### config.mk
export PLATFORM = sky130hd
export DESIGN_NAME = tree_path_emitter_flat
export DESIGN_NICKNAME = d
export VERILOG_FILES = /design/src/rtl/tree_path_emitter_pkg.sv /design/src/rtl/user_tree_pkg.sv /design/src/rtl/tree_path_emitter_if.sv /design/src/rtl/tree_path_lookup.sv /design/src/rtl/tree_path_emitter.sv /design/src/flat_wrapper.sv
export SDC_FILE = /design/constraint.sdc
export NUM_CORES = 1
export LEC_CHECK = 0
export CORE_ASPECT_RATIO = 1.5
export CORE_MARGIN = 2
export CORE_UTILIZATION = 45
export CTS_BUF_LIST = sky130_fd_sc_hd__clkbuf_8
export DETAILED_ROUTE_END_ITERATION = 8
export MAX_ROUTING_LAYER = met4
export PLACE_DENSITY = 0.77
export SKIP_CTS_REPAIR_TIMING = 1
export SYNTH_ARGS = -nofsm -noshare
export SYNTH_HDL_FRONTEND = slang
export SYNTH_SLANG_ARGS = --single-unit
### constraint.sdc
create_clock -name clk -period 4.4 [get_ports clk]
set_input_delay 0.88 -clock clk [delete_from_list [all_inputs] [get_ports clk]]
set_output_delay 0.88 -clock clk [all_outputs]
set_load 0.01 [all_outputs]
### src/rtl/tree_path_emitter_pkg.sv
// Shared FSM encoding and width helper for the tree path emitter.
package tree_path_emitter_pkg;

  typedef enum logic [0:0] {
    StIdle,
    StEmit
  } state_e;

  function automatic int unsigned clog2_min1(input int unsigned n);
    return (n > 1) ? $clog2(n) : 1;
  endfunction

endpackage

### src/rtl/user_tree_pkg.sv
// Dependency tree definition: identifier widths, per-node dependency paths and node types.
package user_tree_pkg;

  localparam int unsigned NUM_MSG_HIERARCHY = 2;
  localparam int unsigned NUM_MSGS          = 2;
  localparam int unsigned IDENTIFIER_SIZE   = 5;

  typedef logic [IDENTIFIER_SIZE-1:0]       identifier;
  typedef identifier [NUM_MSG_HIERARCHY-1:0] dependency;
  typedef dependency [NUM_MSGS-1:0]          dependencies_t;
  typedef logic                              node_data;
  typedef node_data [NUM_MSGS-1:0]           node_rom_t;

  // Index [NUM_MSG_HIERARCHY-1] of each dependency is the root; 0 marks an unused level.
  localparam dependencies_t dependencies = {5'h01, 5'h00,   // node 1
                                            5'h01, 5'h04};  // node 0
  localparam node_rom_t     node_ROM     = 2'b01;

endpackage

### src/rtl/tree_path_emitter_if.sv
// Request and identifier-beat handshake bundle; master is the emitter, slave the environment.
interface tree_path_emitter_if #(
  parameter int unsigned NUM_MSG_HIERARCHY = user_tree_pkg::NUM_MSG_HIERARCHY,
  parameter int unsigned NUM_MSGS          = user_tree_pkg::NUM_MSGS,
  parameter int unsigned IDENTIFIER_SIZE   = user_tree_pkg::IDENTIFIER_SIZE
);
  import tree_path_emitter_pkg::*;

  localparam int unsigned NodeW  = clog2_min1(NUM_MSGS);
  localparam int unsigned LevelW = clog2_min1(NUM_MSG_HIERARCHY);

  logic                       req_valid;
  logic                       req_ready;
  logic [NodeW-1:0]           req_node;
  logic                       id_valid;
  logic                       id_ready;
  logic [IDENTIFIER_SIZE-1:0] id_data;
  logic [LevelW-1:0]          id_level;
  logic                       id_last;
  logic                       id_type;

  modport master (
    input  req_valid, req_node, id_ready,
    output req_ready, id_valid, id_data, id_level, id_last, id_type
  );

  modport slave (
    output req_valid, req_node, id_ready,
    input  req_ready, id_valid, id_data, id_level, id_last, id_type
  );

endinterface

### src/rtl/tree_path_lookup.sv
// Combinational read of the dependency table and node types, with node range check.
module tree_path_lookup #(
  parameter int unsigned NUM_MSGS = user_tree_pkg::NUM_MSGS,
  parameter int unsigned NodeW    = 1
) (
  input  logic [NodeW-1:0]         i_node,
  output user_tree_pkg::dependency o_dep,
  output user_tree_pkg::node_data  o_type,
  output logic                     o_in_range
);

  always_comb begin
    // A narrowed NUM_MSGS override must also reject nodes the table still holds.
    o_in_range = (32'(i_node) < NUM_MSGS) && (32'(i_node) < user_tree_pkg::NUM_MSGS);
    o_dep      = '0;
    o_type     = '0;
    if (o_in_range) begin
      o_dep  = user_tree_pkg::dependencies[i_node];
      o_type = user_tree_pkg::node_ROM[i_node];
    end
  end

endmodule

### src/rtl/tree_path_emitter.sv
// Emits a node's dependency path root-first as identifier beats, stopping at the first unused level.
module tree_path_emitter
  import tree_path_emitter_pkg::*;
#(
  parameter int unsigned NUM_MSG_HIERARCHY = user_tree_pkg::NUM_MSG_HIERARCHY,
  parameter int unsigned NUM_MSGS          = user_tree_pkg::NUM_MSGS,
  parameter int unsigned IDENTIFIER_SIZE   = user_tree_pkg::IDENTIFIER_SIZE
) (
  input  logic                clk,
  input  logic                rst_n,
  tree_path_emitter_if.master bus,
  output logic                err,
  output logic [15:0]         paths_sent
);

  localparam int unsigned       NodeW     = clog2_min1(NUM_MSGS);
  localparam int unsigned       LevelW    = clog2_min1(NUM_MSG_HIERARCHY);
  localparam logic [LevelW-1:0] RootLevel = LevelW'(NUM_MSG_HIERARCHY - 1);

  state_e                     r_state, w_state_next;
  user_tree_pkg::dependency   r_dep, w_lut_dep;
  user_tree_pkg::node_data    r_type, w_lut_type;
  logic                       w_lut_in_range;
  logic [LevelW-1:0]          r_level, w_level_next;
  logic                       r_err;
  logic [15:0]                r_paths_sent, w_paths_next;
  logic                       w_accept, w_load, w_reject;
  logic                       w_valid, w_beat_done, w_last;
  logic [IDENTIFIER_SIZE-1:0] w_cur_id, w_lower_id;

  tree_path_lookup #(
    .NUM_MSGS (NUM_MSGS),
    .NodeW    (NodeW)
  ) u_lookup (
    .i_node     (bus.req_node),
    .o_dep      (w_lut_dep),
    .o_type     (w_lut_type),
    .o_in_range (w_lut_in_range)
  );

  assign w_accept = (r_state == StIdle) && bus.req_valid;
  assign w_load   = w_accept && w_lut_in_range && (w_lut_dep[RootLevel] != '0);
  assign w_reject = w_accept && !w_load;

  assign w_valid     = (r_state == StEmit);
  assign w_beat_done = w_valid && bus.id_ready;
  assign w_cur_id    = r_dep[r_level];
  // Guarded so level 0 never wraps to an out-of-range index.
  assign w_lower_id  = (r_level == '0) ? '0 : r_dep[r_level - LevelW'(1)];
  assign w_last      = (r_level == '0) || (w_lower_id == '0);

  always_comb begin
    w_state_next = r_state;
    w_level_next = r_level;
    w_paths_next = r_paths_sent;
    unique case (r_state)
      StIdle: begin
        if (w_load) begin
          w_state_next = StEmit;
          w_level_next = RootLevel;
        end
      end
      StEmit: begin
        if (w_beat_done) begin
          if (w_last) begin
            w_state_next = StIdle;
            if (r_paths_sent != 16'hFFFF) begin
              w_paths_next = r_paths_sent + 16'd1;
            end
          end else begin
            w_level_next = r_level - LevelW'(1);
          end
        end
      end
    endcase
  end

  always_ff @(posedge clk) begin
    if (!rst_n) begin
      r_state      <= StIdle;
      r_level      <= '0;
      r_dep        <= '0;
      r_type       <= '0;
      r_err        <= 1'b0;
      r_paths_sent <= '0;
    end else begin
      r_state      <= w_state_next;
      r_level      <= w_level_next;
      r_err        <= w_reject;
      r_paths_sent <= w_paths_next;
      if (w_load) begin
        r_dep  <= w_lut_dep;
        r_type <= w_lut_type;
      end
    end
  end

  assign bus.req_ready = (r_state == StIdle);
  assign bus.id_valid  = w_valid;
  assign bus.id_data   = w_valid ? w_cur_id : '0;
  assign bus.id_level  = w_valid ? r_level : '0;
  assign bus.id_last   = w_valid && w_last;
  assign bus.id_type   = w_valid && r_type;
  assign err           = r_err;
  assign paths_sent    = r_paths_sent;

endmodule
### src/flat_wrapper.sv
// flat-port wrapper written by rule: the top's interface ports become plain ports
module tree_path_emitter_flat import tree_path_emitter_pkg::*;
#(
  parameter int unsigned NUM_MSG_HIERARCHY = user_tree_pkg::NUM_MSG_HIERARCHY,
  parameter int unsigned NUM_MSGS          = user_tree_pkg::NUM_MSGS,
  parameter int unsigned IDENTIFIER_SIZE   = user_tree_pkg::IDENTIFIER_SIZE
)
  (clk, rst_n, err, paths_sent, bus_req_valid, bus_req_node, bus_id_ready, bus_req_ready, bus_id_valid, bus_id_data, bus_id_level, bus_id_last, bus_id_type);
  tree_path_emitter_if #(.NUM_MSG_HIERARCHY(NUM_MSG_HIERARCHY), .NUM_MSGS(NUM_MSGS), .IDENTIFIER_SIZE(IDENTIFIER_SIZE)) bus_i ();
  input  logic clk;
  input  logic rst_n;
  output logic err;
  output logic [15:0] paths_sent;
  input wire logic [$bits(bus_i.req_valid)-1:0] bus_req_valid;
  input wire logic [$bits(bus_i.req_node)-1:0] bus_req_node;
  input wire logic [$bits(bus_i.id_ready)-1:0] bus_id_ready;
  output wire logic [$bits(bus_i.req_ready)-1:0] bus_req_ready;
  output wire logic [$bits(bus_i.id_valid)-1:0] bus_id_valid;
  output wire logic [$bits(bus_i.id_data)-1:0] bus_id_data;
  output wire logic [$bits(bus_i.id_level)-1:0] bus_id_level;
  output wire logic [$bits(bus_i.id_last)-1:0] bus_id_last;
  output wire logic [$bits(bus_i.id_type)-1:0] bus_id_type;
  assign bus_i.req_valid = bus_req_valid;
  assign bus_i.req_node = bus_req_node;
  assign bus_i.id_ready = bus_id_ready;
  assign bus_req_ready = bus_i.req_ready;
  assign bus_id_valid = bus_i.id_valid;
  assign bus_id_data = bus_i.id_data;
  assign bus_id_level = bus_i.id_level;
  assign bus_id_last = bus_i.id_last;
  assign bus_id_type = bus_i.id_type;
  tree_path_emitter #(.NUM_MSG_HIERARCHY(NUM_MSG_HIERARCHY), .NUM_MSGS(NUM_MSGS), .IDENTIFIER_SIZE(IDENTIFIER_SIZE)) u_core (.clk(clk), .rst_n(rst_n), .bus(bus_i), .err(err), .paths_sent(paths_sent));
endmodule
# Word-level counts from Yosys, hierarchy flattened
# Cells that the tools add are included.
# Widths: inputs -> output; s select.
# totals
reg_bits	30
inputBits	5
output_inout_bits	27
word_cells	49
# op_classes
addsub	2
magnitude_cmp	3
eq_ne	4
mux	19
n_bitwise	2
n_reduce_logical	12
# op_table
op	count
$mux 5	6
$add 16x1->16 const B	1
$ne 16x16->1 const B	1
$mux 10	1
$mux 1	9
$logic_and 1x1->1	6
$lt 1x2->1 const B	3
$logic_not 5->1	1
$reduce_bool 5->1	1
$ne 2x2->1 const B	2
$pmux 1 s2	2
$reduce_and 4->1	1
$mux 3	1
$reduce_and 3->1	1
$ne 2x1->1 const B	1
$not 1->1	2
$logic_not 1->1	1
$logic_or 1x1->1	1
$sub 1x1->1 const B	1

# Depth between registers and ports, before layout
# Gate-level depths: netlist of run 1.
# depth
depth_word	9
mapped_depth	7
ltp_nobuf	5

# Modules after synthesis
# From an unflattened synthesis of run 1, not the netlist that was laid out.
# unflattened
hier_cells	194
area_unflattened_um2	1647.8
# modules_own_cells
module	n_inst	cells_per_inst	area_each_um2	seq_area_each_um2
tree_path_emitter	1	180	1554.0	600.6
tree_path_lookup	1	14	93.8	0.0

# Worst setup path after synthesis of run 1
# No wires, ideal clock.
# synth_timing
path_kind	register -> output
start	reg u_core.r_state, in the netlist u_core.bus.id_valid
end	out bus_id_data[2]
arrival_time_ns	0.865
t_required_ns	3.520
path_slack_ns	2.655
stages_incl_launch_ff	3
path_buffers	0
path_cell_list	dfxtp_1 > and2_2 > nor2b_1
# synth_via
elab_chain_len	1
# synth_rtl
element	line_no	source
from (decl)	tree_path_emitter.sv:20	state_e r_state, w_state_next;
from (signal assigned)	tree_path_emitter.sv:80	r_state <= StIdle;
from (signal assigned)	tree_path_emitter.sv:87	r_state <= w_state_next;
$mux 5	tree_path_emitter.sv:100	assign bus.id_data = w_valid ? w_cur_id : '0;
to (decl)	flat_wrapper.sv:19	output wire logic [$bits(bus_i.id_data)-1:0] bus_id_data;
# No other way between the ends.

# Final worst setup path of run 1
# Same ends and word-level chain as after synthesis.

==> impl_metrics.csv, run 1 <==
group,metric,value,unit
grt,busiest_layer,"met2",
timing,hold_viol,0,
min_path,hold_depth,2,
clocking,root_buffer,"clkbuf_8",
route,drtIter0Drc,28,
die,core_area,0.002233,mm2
grt,grtUsageTotal,20.36,%
die,dieArea,0.002770,mm2
timing,setup_viol,0,
timing,grt_setup_unrepaired,"no",
synthesis,ys.warnings.count,0,
synthesis,yosysSeqAreaShare,37.74,%
clocking,tritoncts,"yes",
placed_design,dp_hpwl,1.759,mm
worst_setup_path,crit_type,"flop to output port",
final_layout,utilization,61.29,%
timing,fin_crit_sh,56.85,%
worst_setup_path,path_max_fanout,8,
clocking,cts_buffers,3,
final_layout,design_area,0.001369,mm2
synthesis,synth_edf_count,0,
timing,max_freq,399.8,MHz
final_layout,antenna_cells,0,
die,die_x,43.65,um
synthesis,synth-seq-cells,20,
power,ir_drop,175.2,uV
final_layout,multi_input_area,609.3,um2
placed_design,dpl_cell_area,0.001328,mm2
min_path,min_path_type,"flop to flop",
worst_setup_path,worst-path-stages,3,
synthesis,async_reset_ff_share,0,%
grt,grt_pass1_vias,944,
route,vias,1045,
synthesis,syn_area_per_cell,8.557,um2
synthesis,syn-cell-area,0.001061,mm2
route,wl,2.459,mm
worst_setup_path,path_delay_family,"buffers and inverters",
timing,slew_violations,0,
final_layout,areaGrowthSynthToFinish,29.01,%
timing,tns,0,ns
placed_design,place.gp.congestion,0.8227,
clocking,clock_path_buffers,2,
die,rows,21,
power,powerDensity,250.0,mW/mm2
grt,gr-usage-met2,32.17,%
final_layout,nets,158,
route,dr.pass1.iters,4,
worst_setup_path,cp.buffers_inverters,1,
grt,grt.overflow.total,0,
clocking,clk_latency,0.26,ns
synthesis,ys_types,36,
route,avgViaCountPerCell,6.040,
grt,grt_pass1_wl,4.236,mm
worst_setup_path,path_cells,"and2_2 -> nor2b_1 -> clkdlybuf4s50_1",
clocking,cts.reportedPaths.clkPinSlew,0.07,ns
run_status,status,"finished, final reports clean",
final_layout,drive_gt1_share,11.33,%
worst_setup_path,crit_slowest_cell,"clkdlybuf4s50_1",
placed_design,io_buffers,27,
final_layout,nFillCells,197,
worst_setup_path,crit_path_end_kind,"output port",
worst_setup_path,worstPathArrival,1.62,ns
synthesis,syn_inst,124,
worst_setup_path,reg2regPathDepth,5,
timing,finClkSkew,0.002848,ns
flow_run,maxCapViolations,0,
grt,globalRouteMet3Util,1.719,%
clocking,numClockSinks,20,
die,io_pins,32,
timing,period_needed,2.501,ns
synthesis,synth_flop_cell,"dfxtp_1",
die,die_h,63.47,um
route,drc,0,
route,antenna_left,0,
die,initial_core_util,47.51,%
worst_setup_path,cp-start-kind,"flop",
grt,grt_max_degree,22,
clocking,cts_htree_levels,1,
power,leakagePower,0.4614,nW
route,wl_per_cell,14.21,um
worst_setup_path,worstPathRequired,3.52,ns
grt,grt_util_met1,24.73,%
final_layout,seq_area,400.4,um2
grt,grt_antenna_before_repair,0,
worst_setup_path,cpPeakStageDelay,0.55,ns
sequential cells by signal (all words and copies together), names as in the netlist:
signal	flops
u_core.bus.id_valid	1
u_core.r_dep	2
u_core.paths_sent	16
u_core.r_level	1
synth_stat cells, types with 2 or more instances:
cell type / number / area [um2]
or4_1: 8 / 60.06
nand2b_1: 3 / 18.77
nand2_1: 10 / 37.54
and3_1: 2 / 12.51
nor4_1: 2 / 12.51
or3_2: 2 / 15.01
o21ai_0: 6 / 30.03
nand4_1: 5 / 31.28
a21oi_1: 14 / 70.07
nand3_1: 3 / 15.01
and4_1: 2 / 17.52
nor2_1: 6 / 22.52
inv_1: 2 / 7.510
dfxtp_1: 20 / 400.4
and2_2: 3 / 22.52
nand4_2: 2 / 25.02
or3_1: 3 / 18.77
buf_4: 5 / 37.54
mux2i_1: 2 / 20.02
o31ai_1: 8 / 60.06
layout by cell type (no fill, tap or decap), types with 2 or more instances in the layout:
master           instances
clkdlybuf4s50_1         27
dfxtp_1                 20
a21oi_1                 14
nand2_1                 10
o31ai_1                  8
or4_1                    8
o21ai_0                  6
nor2_1                   6
nand4_1                  5
conb_1                   4
and2_2                   3
nand2b_1                 3
nand3_1                  3
or3_1                    3
clkbuf_8                 3
inv_1                    2
and3_1                   2
and4_1                   2
mux2i_1                  2
nand4_2                  2
or3_2                    2
power breakdown:
| group | internal (W) | leakage, nW | switching [W] |
|---|---|---|---|
| Combinational | 0.0000163 | 0.278 | 0.0000169 |
| Sequential | 0.000185 | 0.162 | 0.00000491 |
| Clock | 0.0000610 | 0.0216 | 0.0000583 |
worst paths after layout:
| check | start | to | slack (ns) |
|---|---|---|---|
| max | u_core.bus.id_valid$_SDFF_PN0_ | bus_id_data[2] | 1.90 |
| min | u_core.r_dep[5]$_SDFFE_PN0P_ | u_core.r_dep[5]$_SDFFE_PN0P_ | 0.49 |
| max reg2reg | u_core.paths_sent[0]$_SDFFE_PN0P_ | u_core.paths_sent[14]$_SDFFE_PN0P_ | 2.59 |
| min reg2reg | u_core.r_dep[5]$_SDFFE_PN0P_ | u_core.r_dep[5]$_SDFFE_PN0P_ | 0.49 |
cell families after synthesis:
group,count (synthesis),synth area share (%)
simple gates,57,33.14
flops,20,37.74
other cells,1,0.3534
mux,2,1.887
compound gates,32,19.22
fa+ha+maj,1,1.179
buf+inv,11,6.485
routing by layer:
| layer | routed length (um) | share of wire [%] | vias up |
|---|---|---|---|
| met1 | 1019 | 41 | 484 |
| li1 | - | - | 516 |
| met5 | 0 | 0 | - |
| met4 | 59 | 2.4 | 0 |
| met3 | 105 | 4.3 | 5 |
| met2 | 1274 | 52 | 40 |
worst reg2reg max path, cell delays in order (launching register included):
cell	delay, ns
dfxtp_1	0.40
ha_1	0.23
and4_1	0.25
nand4_2	0.19
or4_1	0.52
a21oi_1	0.15
through the flow:
step	setup WS [ns]	total power, W	instances	hold slack [ns]
after detailed placement	1.930	0.0002269	170	0.4607
after global routing	1.800	0.0003553	173	0.5178
after floorplan	2.655	0.0002138	127	0.4313
after CTS	1.881	0.0003461	173	0.4857
final	1.899	0.0003422	173	0.4886
after global placement	1.947	0.0002261	170	0.4683
final cells by class:
cell class	instances	area share, %
sequential	20	29.25
clock buffer	3	3.016
multi-input combinational	96	44.52
inverter	3	0.8227
timing repair buffer	28	20.29
tap	23	2.102
(Power assumes the default switching activity.)
==> inputs of run 2 (changes only) <==
--- a/config.mk
+++ b/config.mk
@@ -7,7 +7,7 @@
 export LEC_CHECK = 0
 export CORE_ASPECT_RATIO = 1.5
 export CORE_MARGIN = 2
-export CORE_UTILIZATION = 45
+export CORE_UTILIZATION = 43
 export CTS_BUF_LIST = sky130_fd_sc_hd__clkbuf_8
 export DETAILED_ROUTE_END_ITERATION = 8
 export MAX_ROUTING_LAYER = met4
==> constraint.sdc (replaced) <==
create_clock -name clk -period 2 [get_ports clk]
set_input_delay 0.4 -clock clk [delete_from_list [all_inputs] [get_ports clk]]
set_output_delay 0.4 -clock clk [all_outputs]
set_load 0.01 [all_outputs]
==> run 2 against run 1 <==
  * Critical path depth stayed put
  * Highest routed layer unchanged
  * Register-to-register slack worse by 2.4 ns
  * Critical endpoint unchanged
  * Count of clock-buffer cells in the layout is 1 higher
==> impl_metrics.csv, run 2 (same netlist as run 1, synthesis figures left out) <==
group,metric,value,unit
run_status,status,"finished, final reports clean",
flow_run,maxCapViolations,0,
final_layout,largest_reg_flops,16,
timing,fin_crit_sh,95.67,%
min_path,hold_depth,2,
grt,grt.overflow.total,0,
worst_setup_path,reg2regPathDepth,5,
grt,grt_antenna_before_repair,0,
final_layout,final_cell_mix,"clkdlybuf4s50_1 (27), dfxtp_1 (19), a21oi_1 (14), nand2_1 (10)",
worst_setup_path,crit_path_end_kind,"output port",
route,avgViaCountPerCell,5.893,
power,ir_drop,407.8,uV
worst_setup_path,crit_type,"flop to output port",
final_layout,mostFrequentLayoutCell,"clkdlybuf4s50_1",
timing,max_freq,522.6,MHz
grt,grt_pass1_vias,962,
clocking,cts_htree_levels,1,
timing,grt_setup_unrepaired,"no",
clocking,root_buffer,"clkbuf_8",
worst_setup_path,worstPathRequired,1.60,ns
die,die_h,64.84,um
die,rows,22,
power,leakagePower,0.4791,nW
placed_design,place.gp.congestion,0.8134,
timing,finClkSkew,0.001431,ns
die,io_pins,32,
clocking,numClockSinks,20,
die,core_area,0.002395,mm2
clocking,clk_latency,0.25,ns
placed_design,place_ws,0.04019,ns
route,dr.pass1.iters,4,
die,initial_core_util,44.31,%
clocking,cts_buffers,3,
worst_setup_path,reg2reg_slack,0.16,ns
route,vias,1043,
grt,grt_max_degree,17,
route,drtIter0Drc,42,
placed_design,io_buffers,27,
final_layout,nets,160,
grt,grt_pass1_wl,4.319,mm
timing,hold_viol,0,
timing,period_needed,1.913,ns
final_layout,antenna_cells,0,
die,die_x,44.56,um
worst_setup_path,r2r-start,"u_core.paths_sent[0]$_SDFFE_PN0P_",
route,antenna_left,0,
min_path,min_path_type,"flop to flop",
worst_setup_path,worstPathArrival,1.51,ns
timing,slew_violations,0,
worst_setup_path,cp-start-kind,"flop",
min_path,worstHoldEndpoint,"u_core.r_dep[5]$_SDFFE_PN0P_",
route,drc,0,
power,powerDensity,567.9,mW/mm2
die,dieArea,0.002889,mm2
grt,grtUsageTotal,20.00,%
timing,setup_slack,0.08663,ns
worst_setup_path,path_max_fanout,3,
min_path,min-delay-start,"u_core.r_dep[5]$_SDFFE_PN0P_",
clocking,cts.reportedPaths.clkPinSlew,0.07,ns
clocking,tritoncts,"yes",
route,wl,2.506,mm
clocking,clock_path_buffers,2,
final_layout,utilization,58.46,%
final_layout,drive_gt1_share,13.73,%
timing,setup_viol,0,
route,wl_per_cell,14.16,um
final_layout,areaGrowthSynthToFinish,31.96,%
worst_setup_path,r2r-end,"u_core.paths_sent[14]$_SDFFE_PN0P_",
placed_design,dp_hpwl,1.846,mm
==> run 2: cell type report <==
cell class	instances	area (um2)
Fill cell	222	994.7
Multi-Input combinational cell	96	609.3
Sequential cell	20	401.6
Timing Repair Buffer	30	292.8
Clock buffer	4	55.05
Tap cell	24	30.03
Inverter	3	11.26
==> run 2: worst max-delay path, stage by stage (launching register included) <==
cell	delay, ns
dfxtp_1	0.40
and2_2	0.19
nor2b_1	0.13
clkdlybuf4s50_1	0.54
==> run 2: report_power, final <==
group / switching, W / total, W / internal [W]
Sequential: 0.0000110 / 0.000418 / 0.000407
Combinational: 0.0000376 / 0.0000747 / 0.0000371
Clock: 0.000128 / 0.000303 / 0.000175
==> run 2: stage by stage <==
| stage | instance area [um2] | hold slack, ns | setup TNS, ns | total power (W) | instances |
|---|---|---|---|---|---|
| 2_1_floorplan | 1072 | 0.4313 | 0 | 0.0004703 | 127 |
| 3_3_place_gp | 1344 | 0.4528 | 0 | 0.0004993 | 173 |
| 3_5_place_dp | 1344 | 0.4733 | 0 | 0.0005016 | 173 |
| 4_1_cts | 1399 | 0.4895 | -0.002400 | 0.0008007 | 177 |
| 5_1_grt | 1400 | 0.5522 | 0 | 0.0008299 | 177 |
| 6_report | 1400 | 0.4825 | 0 | 0.0007952 | 177 |
==> run 2: how the worst max path moves through the flow <==
stage / from / to / slack [ns] / cells past startpoint
2_1_floorplan: u_core.paths_sent[0]$_SDFFE_PN0P_ / u_core.paths_sent[1]$_SDFFE_PN0P_ / 0.29 / 7
3_3_place_gp: bus_id_ready / u_core.paths_sent[15]$_SDFFE_PN0P_ / 0.08 / 4
3_5_place_dp: bus_id_ready / u_core.paths_sent[15]$_SDFFE_PN0P_ / 0.04 / 4
4_1_cts: u_core.bus.id_valid$_SDFF_PN0_ / bus_id_data[2] / -0.002 / 3
5_1_grt: u_core.r_dep[2]$_SDFFE_PN0P_ / bus_id_data[2] / 0.002 / 3
6_report: u_core.r_dep[2]$_SDFFE_PN0P_ / bus_id_data[2] / 0.09 / 3
==> run 2: metal layers <==
metal,global-route usage [%],vias to the layer above,part of all wire [%]
li1,-,520,-
met1,22.76,490,42
met2,34.24,29,53
met3,1.671,4,3.5
met4,9.091,0,1.4
met5,-,-,0
==> inputs of run 3 (changes only) <==
--- a/config.mk
+++ b/config.mk
@@ -7,12 +7,13 @@
 export LEC_CHECK = 0
 export CORE_ASPECT_RATIO = 1.5
 export CORE_MARGIN = 2
-export CORE_UTILIZATION = 43
+export CORE_UTILIZATION = 45
 export CTS_BUF_LIST = sky130_fd_sc_hd__clkbuf_8
 export DETAILED_ROUTE_END_ITERATION = 8
 export MAX_ROUTING_LAYER = met4
-export PLACE_DENSITY = 0.77
+export PLACE_DENSITY = 0.74
 export SKIP_CTS_REPAIR_TIMING = 1
 export SYNTH_ARGS = -nofsm -noshare
 export SYNTH_HDL_FRONTEND = slang
+export SYNTH_HIERARCHICAL = 1
 export SYNTH_SLANG_ARGS = --single-unit
==> run 3 against run 2 <==
  * Worst setup slack got worse by 0.048 ns
  * Critical path depth up 3
  * Routed wire length up 41%
  * Global-route usage down 0.10 points
==> impl_metrics.csv, run 3 <==
group,metric,value,unit
run_status,status,"finished, final reports clean",
synthesis,synth_top_cell_area_share,36.45,%
placed_design,io_buffers,31,
route,vias,1502,
timing,max_freq,509.9,MHz
synthesis,synth-seq-cells,30,
grt,grt_max_degree,20,
power,power.total,0.001291,W
synthesis,ys_types,41,
synthesis,ys_top_cells_by_count,"dfxtp_1 (30), nand2_1 (23), mux2i_1 (19)",
synthesis,syn-cell-area,0.001648,mm2
power,ir_drop,527.5,uV
timing,fin_crit_sh,98.06,%
synthesis,syn_area_per_cell,8.494,um2
worst_setup_path,crit_path_end_kind,"flop",
timing,slew_violations,0,
route,drtIter0Drc,57,
final_layout,largest_reg_flops,16,
timing,hold_ws,0.4718,ns
worst_setup_path,cp-start-kind,"primary input",
timing,hold_viol,0,
worst_setup_path,worstPathRequired,2.20,ns
synthesis,synth_edf_count,0,
clocking,cts_htree_levels,2,
min_path,min_path_type,"flop to flop",
clocking,cts.reportedPaths.clkPinSlew,0.06,ns
final_layout,multi_input_area,945.9,um2
grt,grt_pass1_vias,1398,
synthesis,synthMostInstantiatedCell,"dfxtp_1",
worst_setup_path,path_max_fanout,7,
clocking,clk_latency,0.29,ns
final_layout,seq_area,605.6,um2
timing,setup_viol,0,
grt,grt.overflow.total,0,
synthesis,synth_flop_cell,"dfxtp_1",
placed_design,place_ws,-0.2182,ns
worst_setup_path,worstPathArrival,2.16,ns
final_layout,drive_gt1_share,15.55,%
clocking,clock_path_buffers,2,
power,leakagePower,0.9028,nW
clocking,cts_buffers,5,
flow_run,maxCapViolations,0,
worst_setup_path,crit_type,"primary input to flop",
die,io_pins,32,
synthesis,ys.warnings.count,6,
route,wl_per_cell,12.63,um
clocking,numClockSinks,30,
die,dieArea,0.004172,mm2
synthesis,synth_top_cell_by_area,"dfxtp_1",
synthesis,synth_area_leaders,"dfxtp_1 (36%), mux2i_1 (12%), buf_4 (5.5%)",
route,drc,0,
die,die_h,78.11,um
timing,period_needed,1.961,ns
grt,grt_pass1_wl,6.120,mm
synthesis,async_reset_ff_share,0,%
route,dr.pass1.iters,4,
die,die_x,53.41,um
final_layout,antenna_cells,0,
clocking,root_buffer,"clkbuf_8",
timing,setup_slack,0.03877,ns
grt,grtUsageTotal,19.90,%
final_layout,final_cell_mix,"dfxtp_1 (28), clkdlybuf4s50_1 (25), nand2_1 (23), mux2i_1 (18), buf_4 (16)",
die,initial_core_util,47.79,%
synthesis,yosysSeqAreaShare,36.45,%
route,avgViaCountPerCell,5.364,
final_layout,nFillCells,309,
timing,finClkSkew,0.007149,ns
die,core_area,0.003448,mm2
die,rows,26,
final_layout,nets,243,
synthesis,syn_inst,194,
final_layout,areaGrowthSynthToFinish,32.95,%
clocking,tritoncts,"yes",
final_layout,mostFrequentLayoutCell,"dfxtp_1",
placed_design,dp_hpwl,2.568,mm
power,powerDensity,589.2,mW/mm2
placed_design,place.gp.congestion,0.8388,
route,antenna_left,0,
route,wl,3.535,mm
grt,grt_antenna_before_repair,0,
## run 3: cell types whose count changed after synthesis, sizes merged, moves of 4 or more
cell	previous run	this run
mux2i	2	19
nand2	11	23
dfxtp	20	30
buf	7	16
nor2	6	14
nor4	2	8
inv	2	6
## run 3: worst max-delay path: stages
cell             delay (ns)
clkdlybuf4s50_1        0.51
and4bb_2               0.29
a21oi_4                0.10
buf_4                  0.17
o41a_1                 0.43
a311oi_2               0.25
## run 3: worst paths after layout
| check | start | to | slack (ns) | depth (start not counted) |
|---|---|---|---|---|
| worst max-delay path | bus_id_ready | u_core/paths_sent[15]$_SDFFE_PN0P_ | 0.04 | 6 |
| worst min-delay path | u_core/r_dep[9]$_SDFFE_PN0P_ | u_core/r_dep[9]$_SDFFE_PN0P_ | 0.47 | 2 |
| worst max register to register | u_core/r_dep[0]$_SDFFE_PN0P_ | u_core/paths_sent[15]$_SDFFE_PN0P_ | 0.15 | 6 |
| worst min register to register | u_core/r_dep[9]$_SDFFE_PN0P_ | u_core/r_dep[9]$_SDFFE_PN0P_ | 0.47 | 2 |
## run 3: cell type report
class | instances | area share, %
Clock buffer | 6 | 3.769
Sequential cell | 30 | 27.64
Clock inverter | 2 | 0.3998
Inverter | 8 | 1.371
Multi-Input combinational cell | 144 | 43.18
Tap cell | 42 | 2.399
Timing Repair Buffer | 48 | 21.24
## run 3: through the flow
step | setup TNS [ns] | cells | cell area (um2) | util (%)
6_report | 0 | 280 | 2191 | 63.53
5_1_grt | -0.03955 | 280 | 2191 | 63.53
4_1_cts | -0.6774 | 280 | 2135 | 61.90
3_5_place_dp | -1.561 | 272 | 2043 | 59.25
3_3_place_gp | -1.152 | 272 | 2043 | 59.25
2_1_floorplan | 0 | 202 | 1678 | -
## run 3: kinds of logic after synthesis
family | count (synthesis) | share of synthesized area (%)
and+or+nand+nor | 83 | 27.56
AOI/OAI and AO/OA | 31 | 13.06
muxes | 19 | 11.54
buffers and inverters | 28 | 10.17
DFF | 30 | 36.45
adders and majority gates | 1 | 0.7592
other | 2 | 0.4558
## run 3: where the power goes
part,internal [W],switching (W),total (W)
clock,0.000272,0.000233,0.000505
sequential,0.000614,0.0000153,0.000629
combinational,0.0000792,0.0000767,0.000156
## run 3: per-layer routing
layer  vias up  GRT usage (%)  routed length, um
li1        765              -                  -
met1       699          23.52               1561
met2        33          31.98               1778
met3         5          3.992                123
met4         0          8.462                 70
met5         -              -                  0
